### config.mk
export PLATFORM = sky130hd
export DESIGN_NAME = pitfall_pixel_scheduler_flat
export DESIGN_NICKNAME = d
export VERILOG_FILES = /design/src/rtl/pitfall_pixel_scheduler_pkg.sv /design/src/rtl/pitfall_pixel_scheduler_if.sv /design/src/rtl/pitfall_pixel_scheduler_flash_fsm.sv /design/src/rtl/pitfall_pixel_scheduler.sv /design/src/flat_wrapper.sv
export SDC_FILE = /design/constraint.sdc
export NUM_CORES = 1
export LEC_CHECK = 0
export CORE_MARGIN = 2
export CORE_UTILIZATION = 42
export DETAILED_ROUTE_END_ITERATION = 10
export PLACE_DENSITY = 0.8
export SLEW_MARGIN = 20
export SYNTH_ARGS = -nofsm -noshare
export SYNTH_HDL_FRONTEND = slang
export SYNTH_SLANG_ARGS = --single-unit
### constraint.sdc
create_clock -name Clk -period 1.5 [get_ports Clk]
set_input_delay 0.225 -clock Clk [delete_from_list [all_inputs] [get_ports Clk]]
set_output_delay 0.225 -clock Clk [all_outputs]
set_load 0.1 [all_outputs]
### src/rtl/pitfall_pixel_scheduler_pkg.sv
// Shared types and constants for the Pitfall pixel scheduler slice.
// Imported by the interface, the flash FSM and the scheduler top.
package pitfall_pkg;

  typedef logic [5:0] palette_idx_t;

  typedef enum logic [1:0] {
    IDLE = 2'd0,
    ON   = 2'd1,
    OFF  = 2'd2
  } flash_state_t;

  localparam palette_idx_t TRANSP_IDX_DEF = 6'h3F;
  localparam palette_idx_t BG_IDX_RST     = 6'h0F;
  localparam palette_idx_t FLASH_IDX_RST  = 6'h3E;
  localparam int           H_VIS_DEF      = 640;
  localparam int           V_VIS_DEF      = 480;

endpackage

### src/rtl/pitfall_pixel_scheduler_if.sv
// Pixel/config/flash signal bundle between the layer logic and the scheduler.
// PITFALL_SCHED_COLLISION_EN adds the collision statistics outputs.
interface pitfall_pixel_scheduler_if
  import pitfall_pkg::*;
#(
  parameter int NUM_LAYERS = 4
);

  logic                      frame_start;
  logic [9:0]                DrawX;
  logic [9:0]                DrawY;
  logic [NUM_LAYERS-1:0]     layer_valid;
  logic [6*NUM_LAYERS-1:0]   layer_idx;
  logic                      cfg_we;
  logic                      cfg_sel;
  palette_idx_t              cfg_data;
  logic                      flash_req;
  logic                      flash_busy;
  palette_idx_t              value;
  logic [2:0]                value_layer;
  logic                      value_valid;
`ifdef PITFALL_SCHED_COLLISION_EN
  logic [15:0]               collision_cnt;
  logic                      collision_flag;

  modport master (
    output frame_start, DrawX, DrawY, layer_valid, layer_idx,
    output cfg_we, cfg_sel, cfg_data, flash_req,
    input  flash_busy, value, value_layer, value_valid,
    input  collision_cnt, collision_flag
  );

  modport slave (
    input  frame_start, DrawX, DrawY, layer_valid, layer_idx,
    input  cfg_we, cfg_sel, cfg_data, flash_req,
    output flash_busy, value, value_layer, value_valid,
    output collision_cnt, collision_flag
  );
`else
  modport master (
    output frame_start, DrawX, DrawY, layer_valid, layer_idx,
    output cfg_we, cfg_sel, cfg_data, flash_req,
    input  flash_busy, value, value_layer, value_valid
  );

  modport slave (
    input  frame_start, DrawX, DrawY, layer_valid, layer_idx,
    input  cfg_we, cfg_sel, cfg_data, flash_req,
    output flash_busy, value, value_layer, value_valid
  );
`endif

endinterface

### src/rtl/pitfall_pixel_scheduler_flash_fsm.sv
// Frame-counted death/hit flash sequencer: FLASH_CYCLES pairs of ON/OFF phases,
// each phase FLASH_FRAMES frame_start pulses long.
module pitfall_flash_fsm
  import pitfall_pkg::*;
#(
  parameter int FLASH_FRAMES = 8,
  parameter int FLASH_CYCLES = 3
) (
  input  logic Clk,
  input  logic Reset_n,
  input  logic frame_start,
  input  logic flash_req,
  output logic flash_on,
  output logic flash_busy
);

  localparam int FW = $clog2(FLASH_FRAMES + 1);
  localparam int PW = $clog2(FLASH_CYCLES + 1);
  localparam logic [FW-1:0] FRAME_LAST = FW'(FLASH_FRAMES - 1);
  localparam logic [PW-1:0] PAIR_LAST  = PW'(FLASH_CYCLES - 1);

  flash_state_t  state_q, state_d;
  logic [FW-1:0] frame_cnt_q, frame_cnt_d;
  logic [PW-1:0] pair_cnt_q, pair_cnt_d;

  always_ff @(posedge Clk) begin
    if (!Reset_n) begin
      state_q     <= IDLE;
      frame_cnt_q <= '0;
      pair_cnt_q  <= '0;
    end else begin
      state_q     <= state_d;
      frame_cnt_q <= frame_cnt_d;
      pair_cnt_q  <= pair_cnt_d;
    end
  end

  // A request in IDLE starts immediately; a coincident frame_start is not counted.
  always_comb begin
    state_d     = state_q;
    frame_cnt_d = frame_cnt_q;
    pair_cnt_d  = pair_cnt_q;
    case (state_q)
      IDLE: begin
        if (flash_req) begin
          state_d     = ON;
          frame_cnt_d = '0;
          pair_cnt_d  = '0;
        end
      end
      ON: begin
        if (frame_start) begin
          if (frame_cnt_q == FRAME_LAST) begin
            state_d     = OFF;
            frame_cnt_d = '0;
          end else begin
            frame_cnt_d = frame_cnt_q + FW'(1);
          end
        end
      end
      OFF: begin
        if (frame_start) begin
          if (frame_cnt_q == FRAME_LAST) begin
            frame_cnt_d = '0;
            if (pair_cnt_q == PAIR_LAST) begin
              state_d    = IDLE;
              pair_cnt_d = '0;
            end else begin
              state_d    = ON;
              pair_cnt_d = pair_cnt_q + PW'(1);
            end
          end else begin
            frame_cnt_d = frame_cnt_q + FW'(1);
          end
        end
      end
      default: begin
        state_d     = IDLE;
        frame_cnt_d = '0;
        pair_cnt_d  = '0;
      end
    endcase
  end

  assign flash_on   = (state_q == ON);
  assign flash_busy = (state_q != IDLE);

endmodule

### src/rtl/pitfall_pixel_scheduler.sv
// Two-stage layer-priority pixel scheduler feeding the shared palette mapper,
// with flash override. Optional collision statistics: PITFALL_SCHED_COLLISION_EN.
module pitfall_pixel_scheduler
  import pitfall_pkg::*;
#(
  parameter int           NUM_LAYERS   = 4,
  parameter palette_idx_t TRANSP_IDX   = TRANSP_IDX_DEF,
  parameter int           FLASH_FRAMES = 8,
  parameter int           FLASH_CYCLES = 3,
  parameter int           H_VIS        = H_VIS_DEF,
  parameter int           V_VIS        = V_VIS_DEF
) (
  input  logic                        Clk,
  input  logic                        Reset_n,
  pitfall_pixel_scheduler_if.slave    bus
);

  localparam logic [9:0] H_VIS_L  = 10'(H_VIS);
  localparam logic [9:0] V_VIS_L  = 10'(V_VIS);
  localparam logic [2:0] BG_LAYER = 3'(NUM_LAYERS);

`ifdef PITFALL_SCHED_COLLISION_EN
  function automatic logic [15:0] sat_inc16(input logic [15:0] a);
    return (a == 16'hFFFF) ? a : a + 16'd1;
  endfunction
`endif

  logic                    flash_on;
  logic                    flash_busy;
  palette_idx_t            bg_idx_q, flash_idx_q;
  logic [NUM_LAYERS-1:0]   lv_p1_q;
  logic [6*NUM_LAYERS-1:0] li_p1_q;
  logic                    vis_p1_q;
  logic [NUM_LAYERS-1:0]   opaque_p1;
  palette_idx_t            win_idx_p1;
  logic [2:0]              win_layer_p1;
  palette_idx_t            value_d, value_q;
  logic [2:0]              value_layer_d, value_layer_q;
  logic                    value_valid_d, value_valid_q;

  pitfall_flash_fsm #(
    .FLASH_FRAMES (FLASH_FRAMES),
    .FLASH_CYCLES (FLASH_CYCLES)
  ) u_flash_fsm (
    .Clk         (Clk),
    .Reset_n     (Reset_n),
    .frame_start (bus.frame_start),
    .flash_req   (bus.flash_req),
    .flash_on    (flash_on),
    .flash_busy  (flash_busy)
  );

  // Config registers: stage 2 reads the pre-write value during the write cycle.
  always_ff @(posedge Clk) begin
    if (!Reset_n) begin
      bg_idx_q    <= BG_IDX_RST;
      flash_idx_q <= FLASH_IDX_RST;
    end else if (bus.cfg_we) begin
      if (bus.cfg_sel) flash_idx_q <= bus.cfg_data;
      else             bg_idx_q    <= bus.cfg_data;
    end
  end

  // ---- stage 1: capture layer requests and visibility ----
  always_ff @(posedge Clk) begin
    if (!Reset_n) begin
      lv_p1_q  <= '0;
      li_p1_q  <= '0;
      vis_p1_q <= 1'b0;
    end else begin
      lv_p1_q  <= bus.layer_valid;
      li_p1_q  <= bus.layer_idx;
      vis_p1_q <= (bus.DrawX < H_VIS_L) && (bus.DrawY < V_VIS_L);
    end
  end

  // Scanning from the bottom up leaves the lowest-numbered opaque layer in place.
  always_comb begin
    opaque_p1    = '0;
    win_idx_p1   = bg_idx_q;
    win_layer_p1 = BG_LAYER;
    for (int i = NUM_LAYERS - 1; i >= 0; i--) begin
      opaque_p1[i] = lv_p1_q[i] && (li_p1_q[6*i +: 6] != TRANSP_IDX);
      if (opaque_p1[i]) begin
        win_idx_p1   = li_p1_q[6*i +: 6];
        win_layer_p1 = 3'(i);
      end
    end
  end

  always_comb begin
    value_d       = '0;
    value_layer_d = BG_LAYER;
    value_valid_d = 1'b0;
    if (vis_p1_q) begin
      value_d       = flash_on ? flash_idx_q : win_idx_p1;
      value_layer_d = win_layer_p1;
      value_valid_d = 1'b1;
    end
  end

  // ---- stage 2: registered mapper outputs ----
  always_ff @(posedge Clk) begin
    if (!Reset_n) begin
      value_q       <= '0;
      value_layer_q <= BG_LAYER;
      value_valid_q <= 1'b0;
    end else begin
      value_q       <= value_d;
      value_layer_q <= value_layer_d;
      value_valid_q <= value_valid_d;
    end
  end

  assign bus.value       = value_q;
  assign bus.value_layer = value_layer_q;
  assign bus.value_valid = value_valid_q;
  assign bus.flash_busy  = flash_busy;

`ifdef PITFALL_SCHED_COLLISION_EN
  logic        coll_p1;
  logic [15:0] coll_cnt_d, coll_cnt_q;
  logic        coll_flag_d, coll_flag_q;

  assign coll_p1 = vis_p1_q && ($countones(opaque_p1) > 1);

  // frame_start has priority over a collision in the same cycle.
  always_comb begin
    coll_cnt_d  = coll_cnt_q;
    coll_flag_d = coll_flag_q;
    if (bus.frame_start) begin
      coll_cnt_d  = '0;
      coll_flag_d = 1'b0;
    end else if (coll_p1) begin
      coll_cnt_d  = sat_inc16(coll_cnt_q);
      coll_flag_d = 1'b1;
    end
  end

  always_ff @(posedge Clk) begin
    if (!Reset_n) begin
      coll_cnt_q  <= '0;
      coll_flag_q <= 1'b0;
    end else begin
      coll_cnt_q  <= coll_cnt_d;
      coll_flag_q <= coll_flag_d;
    end
  end

  assign bus.collision_cnt  = coll_cnt_q;
  assign bus.collision_flag = coll_flag_q;
`endif

endmodule

### src/flat_wrapper.sv
// flat-port wrapper written by rule: the top's interface ports become plain ports
module pitfall_pixel_scheduler_flat import pitfall_pkg::*;
#(
  parameter int           NUM_LAYERS   = 4,
  parameter palette_idx_t TRANSP_IDX   = TRANSP_IDX_DEF,
  parameter int           FLASH_FRAMES = 8,
  parameter int           FLASH_CYCLES = 3,
  parameter int           H_VIS        = H_VIS_DEF,
  parameter int           V_VIS        = V_VIS_DEF
)
  (Clk, Reset_n, bus_frame_start, bus_DrawX, bus_DrawY, bus_layer_valid, bus_layer_idx, bus_cfg_we, bus_cfg_sel, bus_cfg_data, bus_flash_req, bus_flash_busy, bus_value, bus_value_layer, bus_value_valid);
  pitfall_pixel_scheduler_if #(.NUM_LAYERS(NUM_LAYERS)) bus_i ();
  input  logic Clk;
  input  logic Reset_n;
  input wire logic [$bits(bus_i.frame_start)-1:0] bus_frame_start;
  input wire logic [$bits(bus_i.DrawX)-1:0] bus_DrawX;
  input wire logic [$bits(bus_i.DrawY)-1:0] bus_DrawY;
  input wire logic [$bits(bus_i.layer_valid)-1:0] bus_layer_valid;
  input wire logic [$bits(bus_i.layer_idx)-1:0] bus_layer_idx;
  input wire logic [$bits(bus_i.cfg_we)-1:0] bus_cfg_we;
  input wire logic [$bits(bus_i.cfg_sel)-1:0] bus_cfg_sel;
  input wire logic [$bits(bus_i.cfg_data)-1:0] bus_cfg_data;
  input wire logic [$bits(bus_i.flash_req)-1:0] bus_flash_req;
  output wire logic [$bits(bus_i.flash_busy)-1:0] bus_flash_busy;
  output wire logic [$bits(bus_i.value)-1:0] bus_value;
  output wire logic [$bits(bus_i.value_layer)-1:0] bus_value_layer;
  output wire logic [$bits(bus_i.value_valid)-1:0] bus_value_valid;
  assign bus_i.frame_start = bus_frame_start;
  assign bus_i.DrawX = bus_DrawX;
  assign bus_i.DrawY = bus_DrawY;
  assign bus_i.layer_valid = bus_layer_valid;
  assign bus_i.layer_idx = bus_layer_idx;
  assign bus_i.cfg_we = bus_cfg_we;
  assign bus_i.cfg_sel = bus_cfg_sel;
  assign bus_i.cfg_data = bus_cfg_data;
  assign bus_i.flash_req = bus_flash_req;
  assign bus_flash_busy = bus_i.flash_busy;
  assign bus_value = bus_i.value;
  assign bus_value_layer = bus_i.value_layer;
  assign bus_value_valid = bus_i.value_valid;
  pitfall_pixel_scheduler #(.NUM_LAYERS(NUM_LAYERS), .TRANSP_IDX(TRANSP_IDX), .FLASH_FRAMES(FLASH_FRAMES), .FLASH_CYCLES(FLASH_CYCLES), .H_VIS(H_VIS), .V_VIS(V_VIS)) u_core (.Clk(Clk), .Reset_n(Reset_n), .bus(bus_i));
endmodule
Word-level counts from Yosys, hierarchy flattened --
Cells that the tools add are included.
Word-level totals: flip-flop bits (word level) 59, logic and storage cells 77
Operators by class: multiplexer cells 26, equality and inequality tests 14, reduce and logical (&&, ||, !) cells 16, $lt $le $gt $ge 2, $add $sub $neg 2, bitwise operators 4
Operators with widths (count):
- two-way mux 6 bit | 5
- != test 6 bit (second input constant) | 4
- two-way mux 2 bit | 9
- two-way mux 3 bit | 4
- two-way mux 4 bit | 3
- one-hot mux 2 bit (3 select lines) | 2
- < comparator 10 bit (second input constant) | 1
- < comparator 10 x 9 -> 1 bit (second input constant) | 1
- != test 2 bit (second input constant) | 5
- one-hot mux 4 bit (2 select lines) | 1
- AND reduction 2 bit | 4
- logical AND 1 bit | 5
- AND reduction 5 bit | 1
- adder 4 x 1 -> 4 bit (second input constant) | 1
- == test 2 bit (second input constant) | 2
- == test 4 x 3 -> 1 bit (second input constant) | 1
- inverter 1 bit | 4
- AND reduction 4 bit | 1
- OR reduction 4 bit | 1
- OR reduction 3 bit | 1
- adder 2 x 1 -> 2 bit (second input constant) | 1
- == test 2 x 1 -> 1 bit (second input constant) | 1
- zero test 2 bit | 1
- two-way mux 1 bit | 2
- other kinds (3) | 3

Longest topological paths before layout --
Gate-level depths: netlist of the first run.
depth in word-level cells 7, mapped depth 7

Hierarchy --
A second synthesis of the first run with hierarchy kept.
Second synthesis, totals: cell total of the unflattened synthesis 282, area, all modules 2567.5 sq um
By module, submodules not included:
- pitfall_pixel_scheduler | area an instance 2044.5 sq um, cells an instance 223, sequential area each 1021.0 sq um, instances 1
- pitfall_flash_fsm | area an instance 523.0 sq um, cells an instance 59, sequential area each 160.2 sq um, instances 1

Least setup slack after synthesis of the first run --
No wires, ideal clock.
path kind reg-to-reg, from register u_core.u_flash_fsm.state_q[0], to register u_core.u_flash_fsm.state_q[0], arrival 1.568 ns, period minus slack after synthesis 1.685 ns, path buffers 0, stages on the path, launching flop included 7, slack -0.185 ns, cells stage by stage dfxtp_1 > inv_1 > ha_1 > inv_1 > a21oi_1 > mux2i_1 > nor2b_1
On the way: longest elaborated chain between the ends 3
RTL lines:
- start: declaration | line pitfall_pixel_scheduler_flash_fsm.sv:22 | flash_state_t state_q, state_d;
- start signal: assignment | line pitfall_pixel_scheduler_flash_fsm.sv:32 | state_q <= state_d;
- == test 2 x 1 -> 1 bit, or another cell as far along | line pitfall_pixel_scheduler_flash_fsm.sv:43 | case (state_q)
- != test 2 bit (no source line)
- AND reduction 5 bit (no source line)
Several ways; a longest one is shown, not always the timed one. A chain may end at the register's enable or synchronous reset.

Worst setup path in the final report of the first run --
from register u_core.li_p1_q[16], to register u_core.value_q[2] (netlist: u_core.bus.value[2])
On the way: longest elaborated chain between the ends 6
RTL lines:
- start: declaration | line pitfall_pixel_scheduler.sv:32 | logic [6*NUM_LAYERS-1:0] li_p1_q;
- start signal: assignment | line pitfall_pixel_scheduler.sv:72 | li_p1_q <= bus.layer_idx;
- != test 6 bit | line pitfall_pixel_scheduler.sv:83 | opaque_p1[i] = lv_p1_q[i] && (li_p1_q[6*i +: 6] != TRANSP_IDX);
- logical AND 1 bit | line pitfall_pixel_scheduler.sv:83
- two-way mux 6 bit (3 in series) | line pitfall_pixel_scheduler.sv:84 | if (opaque_p1[i]) begin
- two-way mux 6 bit | line pitfall_pixel_scheduler.sv:96 | value_d = flash_on ? flash_idx_q : win_idx_p1;
- end signal: assignment | line pitfall_pixel_scheduler.sv:109 | value_q <= value_d;
- end: declaration | line pitfall_pixel_scheduler.sv:37 | palette_idx_t value_d, value_q;
No other way between the ends.

==> flow_metrics.env, run 1 <==
export IMPL_htreeDepth=3
export IMPL_critPathTopFamily="compound AO/OA/AOI/OAI gates"
export IMPL_start_util_pct=43.8
export IMPL_rrSetupSlack_ps=-50
export IMPL_synth_seq_cells=59
export IMPL_globalplace_congestion=0.971
export IMPL_worst_slack_ps=-46.9
export IMPL_finalClockSkew_ps=8.91
export IMPL_vias=2188
export IMPL_drc=0
export IMPL_slowest_delay_ps=350
export IMPL_fp_dieArea_um2=6440
export IMPL_synth_yosys_seq_area_share_pct=48.3
export IMPL_cts_sinks=59
export IMPL_syn2layout_area_growth_pct=47.8
export IMPL_cts_tree="done"
export IMPL_routed_wl_um=5900
export IMPL_min_delay_path_depth=2
export IMPL_cts_buffers_inserted=9
export IMPL_clkTransAtPathRegs_ps=70
export IMPL_total_power_mw=4.73
export IMPL_outcome="finished with violations"
export IMPL_final_nets=410
export IMPL_die_h_um=80.3
export IMPL_cpMaxStageDelayCell="a31oi_4"
export IMPL_antenna_found_initial=0
export IMPL_coreArea_um2=5570
export IMPL_min_period_ps=1550
export IMPL_fmax_mhz=646
export IMPL_synth_nets=337
export IMPL_relSlewSlack_pct=74.7
export IMPL_clkLatencyLatePin_ps=330
export IMPL_cap_violations=0
export IMPL_detail_route_antenna_nets=0
export IMPL_r2r_start="u_core.li_p1_q[16]"
export IMPL_mostFrequentLayoutCells="55 x dfxtp_1, 47 x nand2_1, 47 x clkdlybuf4s50_1, 30 x and2_1"
export IMPL_gr_total_overflow=0
export IMPL_syn_inst=271
export IMPL_syn_area_um2=2440
export IMPL_post_drt_wl_per_cell_um=14.1
export IMPL_cp_arrival_ps=1740
export IMPL_min_period_over_period_pct=103
export IMPL_tns_ps=-82.9
export IMPL_critPathBufInv=0
export IMPL_final_hold_viol_count=0
export IMPL_die_x_um=80.3
export IMPL_fp_row_count=27
export IMPL_powerDensity_nw_per_um2=1310
export IMPL_violations="setup timing"
export IMPL_cts_root_buf="clkbuf_8"
export IMPL_setup_viol=4
export IMPL_min_to="u_core.li_p1_q[9]"
export IMPL_peakVddDrop_mv=0.646
export IMPL_cts_buffer_depth=2
export IMPL_cp_end_kind="flip-flop"
export IMPL_hp_start="bus_layer_idx[9]"
export IMPL_grt_first_pass_wirelength_um=9580
export IMPL_synth_distinct_cells=40
export IMPL_hpwl_um=4160
export IMPL_dr_first_iter_drc_count=108
export IMPL_crit_fanout=7
export IMPL_path_class="flip-flop to flip-flop"
export IMPL_drive_above_1_share_pct=19.0
export IMPL_io_buffers=58
export IMPL_reg2reg_to="u_core.bus.value[2]"
export IMPL_leakagePower_nw=1.44
export IMPL_synth_warnings=0
export IMPL_drt_first_pass_iters=5
export IMPL_tightest_slew_ps=371
export IMPL_path_cells="and4_4, a31oi_4, nor2_4, a22oi_1, a22oi_1"
export IMPL_dp_cells=404
export IMPL_first_global_vias=2154
export IMPL_reg2reg_depth=5
export IMPL_slew_violations=0
export IMPL_layout_commonest_cell="dfxtp_1"
export IMPL_hold_class="input port to flip-flop"
export IMPL_num_antenna_cells=0
export IMPL_fin_cells=420
export IMPL_grt_start_max_net_pins=50
export IMPL_required_ps=1700
export IMPL_synth_area_per_cell_um2=9.02
export IMPL_worstSetupStartpointType="flip-flop"
export IMPL_path_depth=5
export IMPL_routed_via_density=5.21
export IMPL_pin_count=71
export IMPL_cpMostUsedCell="a22oi_1"
export IMPL_rsz0062_at_grt="yes"
export IMPL_track_usage_pct=19.6
[state kept, by name (all words and copies together), names as in the netlist]
name                            cells
u_core.flash_idx_q                  6
u_core.bus.value_valid              1
u_core.bus.value_layer              3
u_core.bus.value                    6
u_core.u_flash_fsm.state_q          2
u_core.vis_p1_q                     1
u_core.bg_idx_q                     6
u_core.u_flash_fsm.frame_cnt_q      4
u_core.li_p1_q                     24
u_core.u_flash_fsm.pair_cnt_q       2
u_core.lv_p1_q                      4
[cells by family after synthesis]
group	count (synthesis)	share of synthesized area, %
multiplexers	1	0.410
AO/OA/AOI/OAI	59	18.2
buffers and inverters	23	3.84
flip-flops	59	48.3
adder cells (fa/ha/maj)	6	3.07
AND/OR/NAND/NOR	123	26.2
[stage by stage]
step                hold WS, ps  worst slack (ps)  utilization, %  instance area, um2
floorplan                   349            -0.844               -                2460
global placement            459             -36.2            59.2                3300
detailed placement          458              -118            59.2                3300
CTS                         453             -15.6            63.8                3560
global route                457              -102            64.8                3610
finish                      466             -46.9            64.8                3610
[cells in the mapped netlist]
cell type	number	area, um2
inv_1	12	45.0
o31ai_1	2	15.0
a31o_2	2	17.5
a31o_1	1	8.76
mux2i_1	1	10.0
nor2_1	8	30.0
a2111oi_2	1	15.0
nand4_1	3	18.8
a2111oi_0	4	35.0
o211a_1	2	20.0
a32oi_1	2	17.5
a31oi_2	1	12.5
o211ai_1	1	7.51
buf_6	1	11.3
and4_1	2	17.5
and4b_1	1	10.0
o21a_1	2	15.0
and2_1	30	188
dfxtp_1	59	1180
a21boi_0	9	67.6
nand2_1	47	176
nor3_1	4	20.0
a31oi_1	4	25.0
o21ai_0	9	45.0
nor2b_1	2	12.5
nand2b_1	4	25.0
a31oi_4	1	21.3
nand4b_1	2	17.5
a221oi_1	1	8.76
a21oi_1	6	30.0
ha_1	6	75.1
o22ai_1	2	12.5
nand3_1	15	75.1
and3_1	2	12.5
and4_4	2	22.5
o311ai_0	2	17.5
nor2b_4	1	13.8
clkbuf_1	10	37.5
a211oi_1	1	7.51
a22oi_1	6	45.0
[layout make-up]
type / instances / area, um2
Fill cell: 458 / 1960
Multi-Input combinational cell: 189 / 1270
Sequential cell: 59 / 1190
Timing Repair Buffer: 73 / 803
Clock buffer: 10 / 138
Tap cell: 72 / 90.1
Clock inverter: 5 / 77.6
Inverter: 12 / 48.8
[worst max-delay path by stage]
| stage | start | end | slack (ps) |
|---|---|---|---|
| final | u_core.li_p1_q[16] | u_core.bus.value[2] | -50 |
| after global routing | u_core.u_flash_fsm.state_q[1] | u_core.u_flash_fsm.state_q[0] | -100 |
| after CTS | u_core.u_flash_fsm.state_q[1] | u_core.u_flash_fsm.pair_cnt_q[1] | -20 |
| after detailed placement | u_core.u_flash_fsm.state_q[1] | u_core.u_flash_fsm.pair_cnt_q[1] | -120 |
| after global placement | u_core.li_p1_q[5] | u_core.bus.value[4] | -40 |
| after floorplan | u_core.u_flash_fsm.state_q[1] | u_core.bus.value[0] | -0.8 |
[where the power goes]
part	total, mW	switching, mW	internal (mW)
Combinational	1.39	0.754	0.634
Clock	1.56	0.594	0.964
Sequential	1.78	0.0952	1.69
[repair_timing]
action,4_1_cts,5_1_grt
resized for setup,11,14
pin swaps,2,4
buffers inserted,0,1
endpoints found under the setup margin,9,14
hold buffers,0,0
[per-layer routing]
metal	GRT usage [%]	vias up	wire [um]
met3	6.63	12	411
met4	8.14	0	127
met5	0	-	0
li1	-	1092	-
met2	33.2	79	2930
met1	22.5	1005	2430
Note: power is estimated with default switching activity, not from simulation.
==> run 2: changes to the inputs <==
- CORE_UTILIZATION: 42 -> 47
- PLACE_DENSITY: 0.8 -> 0.79
- clock period: 1.5 -> 1.65 ns (I/O delays scaled with it)
==> flow_metrics.env, run 2 (same netlist as run 1, synthesis figures left out) <==
export IMPL_outcome="finished, final reports clean"
export IMPL_grt_first_pass_wirelength_um=9530
export IMPL_post_dp_cell_area_um2=3240
export IMPL_clkTransAtPathRegs_ps=60
export IMPL_ctsHoldBuffers=0
export IMPL_track_usage_pct=20.7
export IMPL_worst_slack_ps=84.8
export IMPL_dr_first_iter_drc_count=117
export IMPL_htreeDepth=3
export IMPL_largest_reg_flops=24
export IMPL_gr_total_overflow=0
export IMPL_cp_arrival_ps=1780
export IMPL_regMostFlops="u_core.li_p1_q"
export IMPL_reg2reg_depth=6
export IMPL_min_period_ps=1570
export IMPL_cp_end_kind="flip-flop"
export IMPL_crit_fanout=8
export IMPL_routed_wl_um=5540
export IMPL_post_drt_wl_per_cell_um=13.4
export IMPL_min_period_over_period_pct=94.9
export IMPL_min_delay_path_depth=2
export IMPL_min_to="u_core.flash_idx_q[0]"
export IMPL_die_h_um=76.1
export IMPL_relSlewSlack_pct=64.5
export IMPL_combPwrFrac_pct=29.3
export IMPL_preCtsSetupSlack_ps=55.7
export IMPL_final_hold_viol_count=0
export IMPL_hp_start="u_core.flash_idx_q[0]"
export IMPL_tns_ps=0
export IMPL_switchingPower_mw=1.25
export IMPL_routed_via_density=5.13
export IMPL_num_antenna_cells=0
export IMPL_tightest_slew_ps=519
export IMPL_required_ps=1870
export IMPL_die_x_um=76.1
export IMPL_drc=0
export IMPL_p_sw_share_pct=32.8
export IMPL_globalplace_congestion=0.808
export IMPL_rsz0062_at_grt="yes"
export IMPL_grt_start_max_net_pins=50
export IMPL_cts_sinks=59
export IMPL_drt_first_pass_iters=4
export IMPL_powerDensity_nw_per_um2=1110
export IMPL_worstSetupStartpointType="flip-flop"
export IMPL_syn2layout_area_growth_pct=40.2
export IMPL_clkLatencyLatePin_ps=340
export IMPL_rrSetupSlack_ps=80
export IMPL_mostFrequentLayoutCells="57 x dfxtp_1, 47 x nand2_1, 47 x clkdlybuf4s50_1, 30 x and2_1, 15 x nand3_1"
export IMPL_r2r_start="u_core.li_p1_q[16]"
export IMPL_intPower_mw=2.55
export IMPL_leakagePower_nw=1.38
export IMPL_start_util_pct=48.2
export IMPL_fp_dieArea_um2=5790
export IMPL_drive_above_1_share_pct=14.2
export IMPL_slew_violations=0
export IMPL_p_seq_share_pct=42.6
export IMPL_cts_buffer_depth=2
export IMPL_reg2reg_to="u_core.bus.value[5]"
export IMPL_layout_commonest_cell="dfxtp_1"
export IMPL_hold_class="flip-flop to flip-flop"
export IMPL_total_power_mw=3.80
export IMPL_clock_power_share_pct=28.1
export IMPL_pin_count=71
export IMPL_cts_root_buf="clkbuf_8"
export IMPL_final_area_um2=3430
export IMPL_vias=2127
export IMPL_antenna_found_initial=0
export IMPL_peakVddDrop_mv=0.793
export IMPL_detail_route_antenna_nets=0
export IMPL_setup_viol=0
export IMPL_fp_row_count=26
export IMPL_finalClockSkew_ps=7.15
export IMPL_path_class="flip-flop to flip-flop"
export IMPL_final_nets=406
export IMPL_io_buffers=58
export IMPL_fmax_mhz=639
export IMPL_fin_util_pct=67.5
export IMPL_cap_violations=0
export IMPL_first_global_vias=2115
export IMPL_coreArea_um2=5070
export IMPL_cts_buffers_inserted=9
export IMPL_cts_tree="done"
export IMPL_hpwl_um=4000
## run 2: cell types whose count changed in the layout (fill, tap and decap cells not counted), moves of 2 or more
| cell | before | now |
|---|---|---|
| inv_1 | 9 | 11 |
| ha_1 | 4 | 6 |
| dfxtp_1 | 55 | 57 |
| buf_4 | 15 | 10 |
| bufinv_16 | 2 | 0 |
| ha_4 | 2 | 0 |
| o21ai_1 | 3 | 1 |
| o21ai_0 | 6 | 8 |
| clkinv_2 | 2 | 7 |
| inv_2 | 2 | 0 |
| a2111oi_1 | 0 | 2 |
## run 2: layer usage
layer | wire (um) | track usage [%] | vias up | part of all wire (%)
li1 | - | - | 1087 | -
met1 | 2430 | 24.3 | 947 | 44
met2 | 2680 | 34.2 | 87 | 48
met3 | 368 | 8.29 | 6 | 6.6
met4 | 65 | 7.82 | 0 | 1.2
met5 | 0 | 0 | - | 0
## run 2: repair_timing
item,in CTS,in global routing
setup buffers,0,2
setup endpoints to repair,0,8
gates resized for setup,0,7
## run 2: metrics by stage
step           hold WS, ps  instances
6_report               470        415
5_1_grt                482        415
4_1_cts                475        413
3_5_place_dp           464        397
3_3_place_gp           464        397
2_1_floorplan          371        271
## run 2: power groups by stage
| stage | registers (mW) | clock network, mW | logic [mW] |
|---|---|---|---|
| floorplan | 1.69 | 0 | 0.613 |
| global placement | 1.64 | 0 | 1.07 |
| detailed placement | 1.64 | 0 | 1.09 |
| CTS | 1.61 | 1.09 | 1.09 |
| global route | 1.63 | 1.17 | 1.22 |
| finish | 1.62 | 1.07 | 1.11 |
## run 2: how the worst max path moves through the flow
stage | startpoint | to | slack [ps] | cells after the start
6_report | u_core.li_p1_q[16] | u_core.bus.value[5] | 80 | 6
5_1_grt | u_core.li_p1_q[16] | u_core.bus.value[5] | -30 | 6
4_1_cts | u_core.u_flash_fsm.state_q[0] | bus_flash_busy | 30 | 4
3_5_place_dp | u_core.li_p1_q[16] | u_core.bus.value[0] | 60 | 4
3_3_place_gp | u_core.li_p1_q[15] | u_core.bus.value[0] | 70 | 4
2_1_floorplan | u_core.u_flash_fsm.state_q[0] | u_core.u_flash_fsm.state_q[0] | 130 | 6
## run 2: critical path, cell delays in order (launching register included)
cell       delay, ps
dfxtp_1          310
and4_4           210
a31oi_4          260
buf_6            150
nor2b_4           50
a2111oi_2        370
o31ai_1          100
## run 2: cell type report
type                       count  area [um2]
inverter                      12        48.8
multi-input combinational    189        1170
timing repair buffer          69         777
tap                           70        87.6
clock inverter                 7        35.0
fill                         428        1650
sequential                    59        1180
clock buffer                   9         124
